File: src/rtl/display_mux_scan_if.sv
// Bundles the message-source and decoder-side signals of the display scanner.
// The master modport belongs to the message source. The slave modport belongs to the scanner.
`timescale 1ns/1ps

interface display_mux_scan_if #(
  parameter int NUM_DIGITS = 4
);
  logic                      load;
  logic [4*NUM_DIGITS-1:0]   msg_in;
  logic                      blink_en;
  logic [NUM_DIGITS-1:0]     blink_mask;
  logic                      lz_blank;
  logic [NUM_DIGITS-1:0]     dig_sel;
  logic [3:0]                code_out;
  logic                      load_ack;
  logic                      frame_tick;

  modport master (
    output load, msg_in, blink_en, blink_mask, lz_blank,
    input  dig_sel, code_out, load_ack, frame_tick
  );

  modport slave (
    input  load, msg_in, blink_en, blink_mask, lz_blank,
    output dig_sel, code_out, load_ack, frame_tick
  );
endinterface

File: src/rtl/display_mux_scan.sv
// Multiplexed digit scanner for the vending-machine display.
// Messages are double-buffered and change only at frame boundaries.
// Supports per-digit blink, leading-zero blanking and a guard interval between digits.
`timescale 1ns/1ps

module display_mux_scan #(
  parameter int         NUM_DIGITS   = 4,
  parameter int         PRESCALE     = 50000,
  parameter int         GUARD        = 2,
  parameter int         BLINK_FRAMES = 64,
  parameter logic [3:0] BLANK_CODE   = 4'b1111
) (
  input  logic               clk,
  input  logic               rst,
  display_mux_scan_if.slave  bus
);

  localparam int PW = $clog2(PRESCALE);
  localparam int IW = $clog2(NUM_DIGITS);
  localparam int FW = (BLINK_FRAMES > 1) ? $clog2(BLINK_FRAMES) : 1;

  localparam logic [PW-1:0] PRESC_LAST = PW'(PRESCALE - 1);
  localparam logic [PW-1:0] GUARD_END  = PW'(GUARD);
  localparam logic [IW-1:0] IDX_LAST   = IW'(NUM_DIGITS - 1);
  localparam logic [FW-1:0] FRAME_LAST = FW'(BLINK_FRAMES - 1);
  localparam logic [4*NUM_DIGITS-1:0] ALL_BLANK = {NUM_DIGITS{BLANK_CODE}};

  logic [PW-1:0]           presc_q, presc_d;
  logic [IW-1:0]           idx_q, idx_d;
  logic [FW-1:0]           frame_cnt_q, frame_cnt_d;
  logic                    blink_q, blink_d;
  logic [4*NUM_DIGITS-1:0] active_q, active_d;
  logic [4*NUM_DIGITS-1:0] shadow_q, shadow_d;
  logic                    pending_q, pending_d;
  logic [NUM_DIGITS-1:0]   dig_sel_q, dig_sel_d;
  logic [3:0]              code_q, code_d;
  logic                    ack_q, ack_d;
  logic                    tick_q, tick_d;

  logic                    presc_wrap;
  logic                    frame_end;
  logic                    zero_run;
  logic                    lz_hit;
  logic                    blink_hit;
  logic [3:0]              cur_code;

  // Scan counters, blink phase and the double-buffered message commit.
  always_comb begin
    // NOTE: every variable gets a default first so no path leaves it unassigned and no latch is inferred.
    presc_wrap  = (presc_q == PRESC_LAST);
    frame_end   = presc_wrap && (idx_q == IDX_LAST);
    presc_d     = presc_wrap ? '0 : presc_q + 1'b1;
    idx_d       = idx_q;
    frame_cnt_d = frame_cnt_q;
    blink_d     = blink_q;
    shadow_d    = shadow_q;
    active_d    = active_q;
    pending_d   = pending_q;

    if (presc_wrap) begin
      idx_d = (idx_q == IDX_LAST) ? '0 : idx_q + 1'b1;
    end

    if (frame_end) begin
      if (frame_cnt_q == FRAME_LAST) begin
        frame_cnt_d = '0;
        blink_d     = ~blink_q;
      end else begin
        frame_cnt_d = frame_cnt_q + 1'b1;
      end
    end

    if (bus.load) begin
      shadow_d = bus.msg_in;
    end

    // A load that lands on the frame-end cycle bypasses the shadow buffer.
    // It commits at this same boundary.
    if (frame_end) begin
      pending_d = 1'b0;
      if (bus.load) begin
        active_d = bus.msg_in;
      end else if (pending_q) begin
        active_d = shadow_q;
      end
    end else if (bus.load) begin
      pending_d = 1'b1;
    end

    ack_d  = frame_end && (bus.load || pending_q);
    tick_d = frame_end;
  end

  // Select the current digit's code and compute its blink and leading-zero blanking conditions.
  always_comb begin
    zero_run  = 1'b1;
    lz_hit    = 1'b0;
    blink_hit = 1'b0;
    cur_code  = active_q[3:0];
    for (int i = 0; i < NUM_DIGITS; i++) begin
      zero_run = zero_run && (active_q[4*i +: 4] == 4'b0000);
      if (idx_q == IW'(i)) begin
        cur_code  = active_q[4*i +: 4];
        lz_hit    = zero_run && (i < NUM_DIGITS - 1);
        blink_hit = bus.blink_mask[i];
      end
    end
  end

  // Registered digit-enable and code outputs; enables stay dark during the guard interval.
  always_comb begin
    dig_sel_d = '0;
    if (presc_q >= GUARD_END) begin
      dig_sel_d[idx_q] = 1'b1;
    end
    if (bus.blink_en && blink_hit && blink_q) begin
      code_d = BLANK_CODE;
    end else if (bus.lz_blank && lz_hit) begin
      code_d = BLANK_CODE;
    end else begin
      code_d = cur_code;
    end
  end

  // State and output registers with synchronous reset.
  always_ff @(posedge clk) begin
    // NOTE: sequential state uses non-blocking assignments so all flops update together at the edge.
    if (rst) begin
      presc_q     <= '0;
      idx_q       <= '0;
      frame_cnt_q <= '0;
      blink_q     <= 1'b0;
      // NOTE: the message buffers are reset because the display must come up blank rather than show garbage.
      active_q    <= ALL_BLANK;
      shadow_q    <= ALL_BLANK;
      pending_q   <= 1'b0;
      dig_sel_q   <= '0;
      code_q      <= BLANK_CODE;
      ack_q       <= 1'b0;
      tick_q      <= 1'b0;
    end else begin
      presc_q     <= presc_d;
      idx_q       <= idx_d;
      frame_cnt_q <= frame_cnt_d;
      blink_q     <= blink_d;
      active_q    <= active_d;
      shadow_q    <= shadow_d;
      pending_q   <= pending_d;
      dig_sel_q   <= dig_sel_d;
      code_q      <= code_d;
      ack_q       <= ack_d;
      tick_q      <= tick_d;
    end
  end

  assign bus.dig_sel    = dig_sel_q;
  assign bus.code_out   = code_q;
  assign bus.load_ack   = ack_q;
  assign bus.frame_tick = tick_q;

endmodule
File: src/flat_wrapper.sv
// flat-port wrapper written by rule: the top's interface ports become plain ports
module display_mux_scan_flat 
#(
  parameter int         NUM_DIGITS   = 4,
  parameter int         PRESCALE     = 50000,
  parameter int         GUARD        = 2,
  parameter int         BLINK_FRAMES = 64,
  parameter logic [3:0] BLANK_CODE   = 4'b1111
)
  (clk, rst, bus_load, bus_msg_in, bus_blink_en, bus_blink_mask, bus_lz_blank, bus_dig_sel, bus_code_out, bus_load_ack, bus_frame_tick);
  display_mux_scan_if #(.NUM_DIGITS(NUM_DIGITS)) bus_i ();
  input  logic clk;
  input  logic rst;
  input wire logic [$bits(bus_i.load)-1:0] bus_load;
  input wire logic [$bits(bus_i.msg_in)-1:0] bus_msg_in;
  input wire logic [$bits(bus_i.blink_en)-1:0] bus_blink_en;
  input wire logic [$bits(bus_i.blink_mask)-1:0] bus_blink_mask;
  input wire logic [$bits(bus_i.lz_blank)-1:0] bus_lz_blank;
  output wire logic [$bits(bus_i.dig_sel)-1:0] bus_dig_sel;
  output wire logic [$bits(bus_i.code_out)-1:0] bus_code_out;
  output wire logic [$bits(bus_i.load_ack)-1:0] bus_load_ack;
  output wire logic [$bits(bus_i.frame_tick)-1:0] bus_frame_tick;
  assign bus_i.load = bus_load;
  assign bus_i.msg_in = bus_msg_in;
  assign bus_i.blink_en = bus_blink_en;
  assign bus_i.blink_mask = bus_blink_mask;
  assign bus_i.lz_blank = bus_lz_blank;
  assign bus_dig_sel = bus_i.dig_sel;
  assign bus_code_out = bus_i.code_out;
  assign bus_load_ack = bus_i.load_ack;
  assign bus_frame_tick = bus_i.frame_tick;
  display_mux_scan #(.NUM_DIGITS(NUM_DIGITS), .PRESCALE(PRESCALE), .GUARD(GUARD), .BLINK_FRAMES(BLINK_FRAMES), .BLANK_CODE(BLANK_CODE)) u_core (.clk(clk), .rst(rst), .bus(bus_i));
endmodule
File: config.mk
export PLATFORM = sky130hd
export DESIGN_NAME = display_mux_scan_flat
export DESIGN_NICKNAME = d
export VERILOG_FILES = /design/src/rtl/display_mux_scan_if.sv /design/src/rtl/display_mux_scan.sv /design/src/flat_wrapper.sv
export SDC_FILE = /design/constraint.sdc
export NUM_CORES = 1
export LEC_CHECK = 0
export BUFFER_PORTS_ARGS = -buffer_cell sky130_fd_sc_hd__buf_2
export CORE_ASPECT_RATIO = 0.9
export CORE_MARGIN = 4
export CORE_UTILIZATION = 57
export CTS_BUF_LIST = sky130_fd_sc_hd__clkbuf_8 sky130_fd_sc_hd__clkbuf_16
export DETAILED_ROUTE_END_ITERATION = 12
export PLACE_DENSITY = 0.81
export RECOVER_POWER = 25
export SLEW_MARGIN = 20
export SYNTH_ARGS = -nofsm -noshare
export SYNTH_HDL_FRONTEND = slang
export SYNTH_SLANG_ARGS = --single-unit
export TNS_END_PERCENT = 100
File: constraint.sdc
create_clock -name clk -period 2.5 [get_ports clk]
set_input_delay 0.125 -clock clk [delete_from_list [all_inputs] [get_ports clk]]
set_output_delay 0.125 -clock clk [all_outputs]
set_load 0.02 [all_outputs]
**After elaboration in Yosys (flattened, before gate mapping)**

Cells that the tools add are included.

- Bits of input ports: 25
- Output and inout port bits: 10
- Word-level logic and storage cells: 61
- Bits in registers: 68

- Muxes and demuxes: 17
- Equal/unequal tests: 5
- Bitwise gates (word level): 2
- Order comparisons: 3
- Add/subtract/negate cells: 3
- Reductions and logical operators: 20

Operators by type and width:

| operator | number |
|---|---|
| $mux W16 | 2 |
| $add A16 B1 Y16 const B | 1 |
| $eq A16 B16 Y1 const B | 1 |
| $ge A16 B2 Y1 const B | 1 |
| $logic_not A4 Y1 | 3 |
| $mux W4 | 3 |
| $mux W1 | 9 |
| $logic_and A1 B1 Y1 | 8 |
| $add A6 B1 Y6 const B | 1 |
| $eq A6 B6 Y1 const B | 1 |
| $mux W6 | 1 |
| $reduce_or A2 Y1 | 3 |
| $eq A2 B2 Y1 const B | 2 |
| $reduce_and A2 Y1 | 2 |
| $lt A2 B3 Y1 const B | 1 |
| $reduce_or A3 Y1 | 1 |
| $add A2 B1 Y2 const B | 1 |
| $demux W1 S2 | 1 |
| $eq A2 B1 Y1 const B | 1 |
| $ge A2 B1 Y1 const B | 1 |
| $logic_not A2 Y1 | 1 |
| $mux W2 | 1 |
| $not A1 Y1 | 2 |
| $reduce_bool A2 Y1 | 1 |
| $logic_or A1 B1 Y1 | 1 |

**Depth between registers and ports, before layout**

Gate-level depths: netlist of the first run.

- Depth in word-level cells: 8
- Mapped depth: 7
- Gate-level depth less buffers: 6

**Least setup slack after synthesis of the first run**

Ideal clock, no wire load.

- Path type: register to register
- From: register u_core.presc_q[4]
- To: register u_core.active_q[10]
- Path buffers: 1
- Stages on the path, launching flop included: 6
- Arrival: 2.153 ns
- Required time: 2.379 ns
- Library setup time: 0.121 ns
- Slack: 0.226 ns
- Period minus slack after synthesis: 2.274 ns
- Cells stage by stage: dfxtp_1 > or4_4 > or4_4 > nor3_4 > buf_8 > mux2_4

- Word-level cells in the longest chain between the ends: 3

RTL lines:

| item | RTL line | text |
|---|---|---|
| start: declaration | display_mux_scan.sv:28 | `logic [PW-1:0] presc_q, presc_d;` |
| start signal: assignment | display_mux_scan.sv:142 | `presc_q <= presc_d;` |
| $eq A16 B16 Y1 | display_mux_scan.sv:50 | `presc_wrap = (presc_q == PRESC_LAST);` |
| $logic_and A1 B1 Y1 | display_mux_scan.sv:51 | `frame_end = presc_wrap && (idx_q == IDX_LAST);` |
| $reduce_and A2 Y1 (no source line) | n/a |  |
| end signal: assignment | display_mux_scan.sv:146 | `active_q <= active_d;` |
| end: declaration | display_mux_scan.sv:32 | `logic [4*NUM_DIGITS-1:0] active_q, active_d;` |

No other way between the ends.
A chain may end at the register's enable or synchronous reset.

**Worst setup path in the final report of the first run**

- From: register u_core.presc_q[4]
- To: register u_core.active_q[4]

Same word-level chain as after synthesis.

==> results of run 1 <==
[power groups by stage]
stage	clock network, mW	registers [mW]	logic [mW]
after CTS	0.980	1.12	0.101
after floorplan	0	1.14	0.0599
final	0.964	1.12	0.0997
after global routing	1.03	1.12	0.111
after detailed placement	0	1.14	0.100
after global placement	0	1.14	0.0974
[layout make-up]
cell class	count	area [um^2]
sequential	68	1360
fill	392	1540
tap	65	81.3
timing repair buffer	39	206
multi-input combinational	219	1540
inverter	10	37.5
clock inverter	3	42.5
clock buffer	13	179
[cells in the mapped netlist (6+ instances only)]
| cell | number | area, um^2 |
|---|---|---|
| dfxtp_1 | 68 | 1360 |
| nor2_1 | 28 | 105 |
| nand2_1 | 24 | 90.1 |
| mux2i_1 | 23 | 230 |
| or2_2 | 16 | 100 |
| clkbuf_1 | 12 | 45.0 |
| nand3_1 | 11 | 55.1 |
| nand4_1 | 11 | 68.8 |
| xnor2_1 | 11 | 96.3 |
| a21oi_1 | 10 | 50.1 |
| inv_1 | 10 | 37.5 |
| mux2_4 | 10 | 150 |
| o21ai_0 | 9 | 45.0 |
| mux2_2 | 8 | 90.1 |
| nor3_1 | 8 | 40.0 |
| ha_1 | 7 | 87.6 |
| and2_1 | 6 | 37.5 |
| nor4_1 | 6 | 37.5 |
[worst register-to-register path, delay by kind of cell, from the launching register on]
family	cells	cell delay, ps
AND/OR/NAND/NOR	3	1340
flip-flops	1	350
multiplexers	1	350
buffers and inverters	1	190
[through the flow]
step,cell area [um^2],setup WS [ps],instances
3_3_place_gp,3240,207,401
4_1_cts,3460,170,417
5_1_grt,3450,69.0,417
3_5_place_dp,3240,191,401
6_report,3450,170,417
2_1_floorplan,3010,226,313
[logic make-up (layout without fill, tap and decap cells)]
| logic type | count (synthesis) | in the layout | share of synthesized area, % |
|---|---|---|---|
| XOR/XNOR | 13 | 13 | 3.78 |
| AND/OR/NAND/NOR | 127 | 127 | 22.4 |
| multiplexers | 41 | 41 | 15.6 |
| flip-flops | 68 | 68 | 45.2 |
| buffers and inverters | 26 | 65 | 3.70 |
| adder cells (fa/ha/maj) | 7 | 7 | 2.91 |
| AO/OA/AOI/OAI | 31 | 31 | 6.44 |
[state kept, by name, summed over array words and instances, names as in the netlist]
name and cells:
u_core.blink_q 1, u_core.shadow_q 16, u_core.bus.load_ack 1, u_core.presc_q 16
u_core.frame_cnt_q 6, u_core.bus.dig_sel 4, u_core.pending_q 1, u_core.bus.code_out 4
u_core.bus.frame_tick 1, u_core.idx_q 2, u_core.active_q 16
[layer usage]
| metal | wire (um) | vias to the layer above |
|---|---|---|
| li1 | - | 1166 |
| met1 | 2970 | 1097 |
| met2 | 2690 | 60 |
| met3 | 378 | 10 |
| met4 | 92 | 0 |
| met5 | 0 | - |
[worst min-delay path by stage]
| stage | startpoint | to | slack (ps) | cells after the start |
|---|---|---|---|---|
| finish | bus_msg_in[7] | u_core.shadow_q[7] | 20 | 3 |
| global route | bus_msg_in[8] | u_core.shadow_q[8] | 20 | 3 |
| CTS | bus_msg_in[9] | u_core.shadow_q[9] | 10 | 3 |
| detailed placement | bus_msg_in[5] | u_core.shadow_q[5] | 370 | 3 |
| global placement | bus_msg_in[10] | u_core.shadow_q[10] | 370 | 3 |
| floorplan | bus_msg_in[0] | u_core.shadow_q[0] | 270 | 2 |
==> run summary, run 1 <==
Clk network pwr share - 44.2%
status - complete, no violations
M1 GR Usage - 27.2%
final core occ - 69.2%
initial antenna violation count - 0
Worst path depth - 5
drt wl/cell - 14.7 um
share of total power in sequential cells - 51.2%
Min Clock Period, post-route - 2330 ps
DRC Markers - 0
Int Pwr - 1.72 mW
R2R cell count - 5
Max-slew headroom - 25.1%
GRT busiest layer - met2
first-pass GRT wire length - 10200 um
FF-to-FF Start - u_core.presc_q[4]
unrepaired setup endpoints after global routing - false
critical path class - flip-flop to flip-flop
Main synth FF type - dfxtp_1
Layout Nets - 379
DRT Wirelength - 6130 um
CORE AREA - 4980 um^2
Initial Util - 60.4%
Max FO, Critical Path - 16
CTS tree - done
routed vias/inst - 5.59
area of the mapped netlist - 3010 um^2
post-synthesis cell type count - 41
setup TNS - 0 ps
clock buffer depth - 2
worst hold slack - 21.5 ps
total of max-cap violations - 0
IO Count - 35
met2 usage - 28.5%
EDFF count, synth - 0
Peak VDD IR - 0.000432 V
Cell Rows - 24
M3 GR Usage - 7.29%
Worst Setup SP - u_core.presc_q[4]
end of the critical path - u_core.active_q[4]
Worst Hold Class - input port to flip-flop
switching part of the total - 21.3%
Inserted Clock Buffers - 9
flop2flop setup slack - 170 ps
pwr/cell area - 633 nW/um^2
Die Ht - 77.0 um
DRT iter0 DRCs - 152
post-CTS sizing - 0
largest net degree at the start of global routing - 31
Final ANT Viol Nets - 0
FF-to-FF End - u_core.active_q[4]
CTS Hold Bufs - 0
skew final - 2.88 ps
Pwr Total - 2.18 mW
H-tree levels - 3
Largest stage delay, worst path - 550 ps
worst path required time - 2740 ps
P_leak - 1.30 nW
total grt overflow - 0
Critical Path AT - 2570 ps
Buf/Inv on CP - 1
number of global-route vias before repair - 2116
layout cell share with drive strength beyond 1 - 23.6%
cell family with most CP delay - simple AND/OR/NAND/NOR gates
Reg clk slew, reported paths - 70 ps
Yosys reg bits - 68
NetSw - 0.465 mW
Seq/Total Area, Yosys - 45.2%
Final Max Tran Viols - 0
port bufs - 34
CP max-delay cell - or4_4
syn avg cell area - 9.62 um^2
commonest non-fill, non-tap cells in the layout - dfxtp_1 (68), nor2_1 (28), nand2_1 (24)
drt pass-1 iters - 4
vias - 2333
Post-Synthesis Cells - 313
die area - 6510 um^2
Logic pwr share - 4.6%
antenna cells - 0
crit end category - flip-flop
fraction of registers with async set/reset - 0%
CP dominant cell by count - or4_4
period utilization - 93.2%
Synth warnings - 0
worst-skew pair later-pin latency - 350 ps
Total Routing Usage GR - 19.6%
Final Hold Fails - 0
element type at the critical path start - flip-flop
die width - 84.6 um
Max Freq - 0.429 GHz
Setup Buffers After CTS - 0
syn nets - 345
dpl hpwl - 4140 um
critical path, cell by cell - or4_4, or4_4, nor3_4, buf_12, mux2_2
Setup violations, final - 0
Area growth syn-to-layout - 14.5%
Worst-Margin Slew - 1120 ps
gp weighted congestion - 0.837
commonest non-fill, non-tap cell in the layout - dfxtp_1
Clock Sinks - 68
clock root buffer - clkbuf_8
Note: power is estimated with default switching activity, not from simulation.
==> run 2: changes to the inputs <==
ABC_CLOCK_PERIOD_IN_PS = 2000   (was unset)
CORE_UTILIZATION = 52   (was 57)
PLACE_DENSITY = 0.78   (was 0.81)
clock period = 2 ns   (was 2.5 ns; I/O delays follow)
==> run 2 against run 1 <==
Net effect: the flow now finishes with violations (setup timing); sequential share of layout area down 2.4 points; non-clock buffer count up 23; clock-buffer cell count shrank 4; maximum frequency up 7.5%; clock skew increased by 11 ps; critical path type unchanged; largest cell class unchanged.
==> run summary, run 2 (same netlist as run 1, synthesis figures left out) <==
die width - 88.2 um
critical path class - flip-flop to flip-flop
Initial Util - 53.2%
routed vias/inst - 5.53
Max FO, Critical Path - 16
Die Ht - 80.2 um
final setup margin - -168 ps
clock buffer depth - 2
Total Routing Usage GR - 20.6%
clock root buffer - clkbuf_8
gp weighted congestion - 0.827
worst path required time - 2240 ps
Reg clk slew, reported paths - 80 ps
NetSw - 0.619 mW
antenna cells - 0
IO Count - 35
pwr/cell area - 718 nW/um^2
H-tree levels - 3
layout cell share with drive strength beyond 1 - 30.4%
final core occ - 64.9%
CP dominant cell by count - or4_4
DRT iter0 DRCs - 114
DRT Wirelength - 6730 um
hold wc startpoint - bus_msg_in[11]
drt wl/cell - 15.1 um
Largest stage delay, worst path - 520 ps
period utilization - 108%
Largest regs - u_core.active_q x16, u_core.presc_q x16, u_core.shadow_q x16
vias - 2462
Max-slew headroom - 71.5%
Clk network pwr share - 41.6%
Setup violations, final - 20
drt pass-1 iters - 5
number of global-route vias before repair - 2390
Final ANT Viol Nets - 0
failing checks - setup timing
Max Freq - 0.461 GHz
commonest non-fill, non-tap cell in the layout - dfxtp_1
hold path endpoint - u_core.shadow_q[11]
largest net degree at the start of global routing - 30
Cell Rows - 26
critical path, cell by cell - or4_4, or4_4, nor3_4, buf_12, mux2_2
total of max-cap violations - 0
switching part of the total - 23.5%
die area - 7070 um^2
port bufs - 34
FF-to-FF End - u_core.active_q[2]
total grt overflow - 0
Logic pwr share - 5.5%
Fill cells - 444
dpl hpwl - 4560 um
Critical Path AT - 2410 ps
CTS tree - done
Final Max Tran Viols - 0
Peak VDD IR - 0.000554 V
commonest non-fill, non-tap cells in the layout - dfxtp_1 (67), buf_2 (34), nor2_1 (28)
Worst-Margin Slew - 427 ps
Clock Sinks - 68
hold depth - 3
Buf/Inv on CP - 1
R2R cell count - 5
unrepaired setup endpoints after global routing - true
element type at the critical path start - flip-flop
initial antenna violation count - 0
Layout Nets - 402
post-route design area - 3680 um^2
flop2flop setup slack - -170 ps
P_leak - 1.47 nW
CP max-delay cell - or4_4
Inserted Clock Buffers - 9
Final Hold Fails - 0
FF-to-FF Start - u_core.presc_q[4]
cell family with most CP delay - simple AND/OR/NAND/NOR gates
Area growth syn-to-layout - 22.1%
share of total power in sequential cells - 52.8%
first-pass GRT wire length - 11200 um
CORE AREA - 5660 um^2
status - finished with violations
Int Pwr - 2.02 mW
Non-Filler Instances - 445
Placed Area - 3400 um^2
crit end category - flip-flop
Worst Hold Class - input port to flip-flop
DRC Markers - 0
worst-skew pair later-pin latency - 350 ps
placed cells - 424
skew final - 13.7 ps
Min Clock Period, post-route - 2170 ps
run 2: cell count changes in the layout (fill, tap and decap cells not counted), sizes merged:
cell,delta
buf,+29
clkbuf,-15
dlygate4sd3,+5
inv,+1
clkinv,+3
run 2: repair_timing:
item,CTS,global route
gates resized for setup,4,4
hold buffers,5,0
buffers inserted,0,0
pin swaps,1,0
endpoints found under the setup margin,21,32
hold endpoints to repair,5,0
run 2: worst max-delay path by stage:
stage | slack (ps) | cells after the start | end | startpoint
global placement | -130 | 5 | u_core.frame_cnt_q[2] | u_core.presc_q[4]
CTS | -170 | 5 | u_core.active_q[3] | u_core.presc_q[4]
global route | -210 | 5 | u_core.idx_q[0] | u_core.presc_q[4]
floorplan | -240 | 5 | u_core.active_q[10] | u_core.presc_q[4]
finish | -170 | 5 | u_core.active_q[2] | u_core.presc_q[4]
detailed placement | -170 | 5 | u_core.idx_q[0] | u_core.presc_q[4]
run 2: metrics by stage:
stage          setup TNS [ps]  hold WS (ps)  power, mW  setup WS [ps]
2_1_floorplan           -3430           242       1.50           -244
3_3_place_gp            -2070           345       1.56           -132
5_1_grt                 -3840          5.77       2.73           -213
4_1_cts                 -2830          3.13       2.65           -171
6_report                -2780          4.25       2.64           -168
3_5_place_dp            -2490           348       1.56           -167
run 2: layout make-up:
cell class	count	area (um^2)	area share (%)
Multi-Input combinational cell	219	1570	42.8
Sequential cell	68	1360	37.1
Timing Repair Buffer	62	422	11.5
Clock buffer	9	124	3.37
Tap cell	70	87.6	2.38
Clock inverter	7	68.8	1.87
Inverter	10	37.5	1.02
run 2: worst register-to-register path: cells and delay by family (launching register included):
family                 cells  cell delay, ps
buffers and inverters      1             210
flip-flops                 1             330
multiplexers               1             340
AND/OR/NAND/NOR            3            1190
run 2: per-layer routing:
layer / global-route usage [%] / vias up / wire, um
met4: 13.0 / 0 / 131
li1: - / 1213 / -
met1: 27.2 / 1168 / 3180
met5: 0 / - / 0
met3: 5.03 / 15 / 353
met2: 29.7 / 66 / 3070
run 2: power groups by stage:
| stage | combinational (mW) | sequential [mW] | clock [mW] |
|---|---|---|---|
| after floorplan | 0.0771 | 1.43 | 0 |
| after global placement | 0.133 | 1.42 | 0 |
| after detailed placement | 0.137 | 1.42 | 0 |
| after CTS | 0.145 | 1.39 | 1.11 |
| after global routing | 0.162 | 1.40 | 1.17 |
| final | 0.146 | 1.39 | 1.10 |
==> run 3: changes to the inputs <==
CELL_PAD_IN_SITES_DETAIL_PLACEMENT = 1   (was unset)
CELL_PAD_IN_SITES_GLOBAL_PLACEMENT = 1   (was unset)
CORE_UTILIZATION = 40   (was 52)
==> run 3 against run 2 <==
Net effect: the flow still finishes with violations (setup timing); critical endpoint is now u_core.active_q[4]; register-to-register slack barely moved; maximum frequency rose by 0.20%; utilization shrank 12 points; combinational power grew 14%; non-clock buffer count rose by 7; critical path depth is the same; worst hold slack gained 18 ps; via count grew 2.3%; first-iteration DRC count down 49%; sequential share of layout area is 1.0 points lower; clock power is 4% higher.
==> run summary, run 3 (same netlist as run 1, synthesis figures left out) <==
status - finished with violations
failing checks - setup timing
pwr/cell area - 714 nW/um^2
flop2flop setup slack - -160 ps
clock buffer depth - 2
layout cell share with drive strength beyond 1 - 30.4%
period utilization - 108%
skew final - 9.95 ps
share of total power in sequential cells - 51.7%
Setup Buffers After CTS - 0
CORE AREA - 7180 um^2
post-route design area - 3780 um^2
Die Ht - 90.3 um
Peak VDD IR - 0.000335 V
R2R cell count - 5
largest net degree at the start of global routing - 31
DRT Wirelength - 8110 um
M3 GR Usage - 5.02%
worst-skew pair later-pin latency - 350 ps
worst path required time - 2250 ps
Largest stage delay, worst path - 530 ps
placed cells - 448
Layout Nets - 409
Final ANT Viol Nets - 0
Area growth syn-to-layout - 25.5%
CP dominant cell by count - or4_4
switching part of the total - 24.3%
drt wl/cell - 17.1 um
Max-slew headroom - 37.0%
final setup margin - -164 ps
Logic pwr share - 6.2%
hold depth - 3
dpl hpwl - 5500 um
met2 usage - 31.5%
P_leak - 1.48 nW
Max Freq - 0.462 GHz
port bufs - 34
Final Max Tran Viols - 0
Worst Hold Class - input port to flip-flop
Pwr Total - 2.70 mW
CTS tree - done
Placed Area - 3440 um^2
Largest regs - u_core.active_q x16, u_core.presc_q x16, u_core.shadow_q x16
unrepaired setup endpoints after global routing - true
GRT busiest layer - met2
first-pass GRT wire length - 13400 um
NetSw - 0.654 mW
hold path endpoint - u_core.shadow_q[6]
crit end category - flip-flop
commonest non-fill, non-tap cell in the layout - dfxtp_1
Clock Sinks - 68
Min Clock Period, post-route - 2160 ps
gp weighted congestion - 0.802
Clk network pwr share - 42.2%
Critical Path AT - 2410 ps
Setup violations, final - 29
element type at the critical path start - flip-flop
drt pass-1 iters - 5
Worst Setup SP - u_core.presc_q[4]
critical path, cell by cell - or4_4, or4_4, nor3_4, buf_12, mux2_2
die area - 8980 um^2
Total Routing Usage GR - 19.0%
CP max-delay cell - or4_4
Int Pwr - 2.04 mW
number of global-route vias before repair - 2719
IO Count - 35
Inserted Clock Buffers - 9
total grt overflow - 0
commonest non-fill, non-tap cells in the layout - dfxtp_1 (67), buf_2 (34), nor2_1 (28)
Fill cells - 841
DRT iter0 DRCs - 58
Final Hold Fails - 0
antenna cells - 0
worst hold slack - 22.6 ps
total of max-cap violations - 0
die width - 99.5 um
vias - 2518
Initial Util - 41.9%
Max FO, Critical Path - 16
final core occ - 52.6%
Cell Rows - 29
hold wc startpoint - bus_msg_in[6]
Non-Filler Instances - 475
Worst-Margin Slew - 945 ps
routed vias/inst - 5.30
M1 GR Usage - 23.4%
critical path class - flip-flop to flip-flop
FF-to-FF Start - u_core.presc_q[4]
DRC Markers - 0
Reg clk slew, reported paths - 80 ps
H-tree levels - 3
clock root buffer - clkbuf_8
initial antenna violation count - 0
FF-to-FF End - u_core.active_q[4]
-- run 3: cell type report --
cell class              count  area [um^2]  share of cell area (%)
multi-input cells         219         1570                    41.5
flip-flops and latches     68         1360                    36.1
repair buffers             69          497                    13.1
clock buffers               9          124                    3.28
well taps                  93          116                    3.08
clock inverters             7         73.8                    1.95
inverters                  10         37.5                   0.993
-- run 3: worst max-delay path, delay by kind of cell (launching register included) --
family,cells,cell delay (ps)
simple gates,3,1200
mux,1,340
flops,1,320
buf+inv,1,200
-- run 3: how the worst max path moves through the flow --
stage / to / slack [ps]
finish: u_core.active_q[4] / -160
global route: u_core.active_q[4] / -210
detailed placement: u_core.idx_q[0] / -180
floorplan: u_core.active_q[10] / -240
global placement: u_core.frame_cnt_q[2] / -140
CTS: u_core.active_q[3] / -160
-- run 3: per-stage QoR --
stage / worst slack [ps] / TNS [ps]
after detailed placement: -179 / -2760
after global placement: -137 / -2160
after global routing: -211 / -4630
final: -164 / -2950
after CTS: -162 / -2840
after floorplan: -244 / -3430
-- run 3: metal layers --
metal  vias to the layer above  wire [um]  part of all wire [%]
met5                         -          0                     0
met1                      1236       3680                    45
met2                        46       3960                    49
met4                         0        174                   2.1
li1                       1220          -                     -
met3                        16        294                   3.6
-- run 3: power groups by stage --
stage	Combinational (mW)	Clock, mW	Sequential (mW)
after floorplan	0.0771	0	1.43
after global placement	0.139	0	1.42
after detailed placement	0.145	0	1.42
after CTS	0.161	1.18	1.39
after global routing	0.184	1.23	1.40
final	0.166	1.14	1.39
-- run 3: timing repair --
action	CTS	global route
hold endpoints to repair	10	0
hold buffers	10	0
cloned	0	1
pin swaps	0	2
resized for setup	5	3
endpoints found under the setup margin	21	40
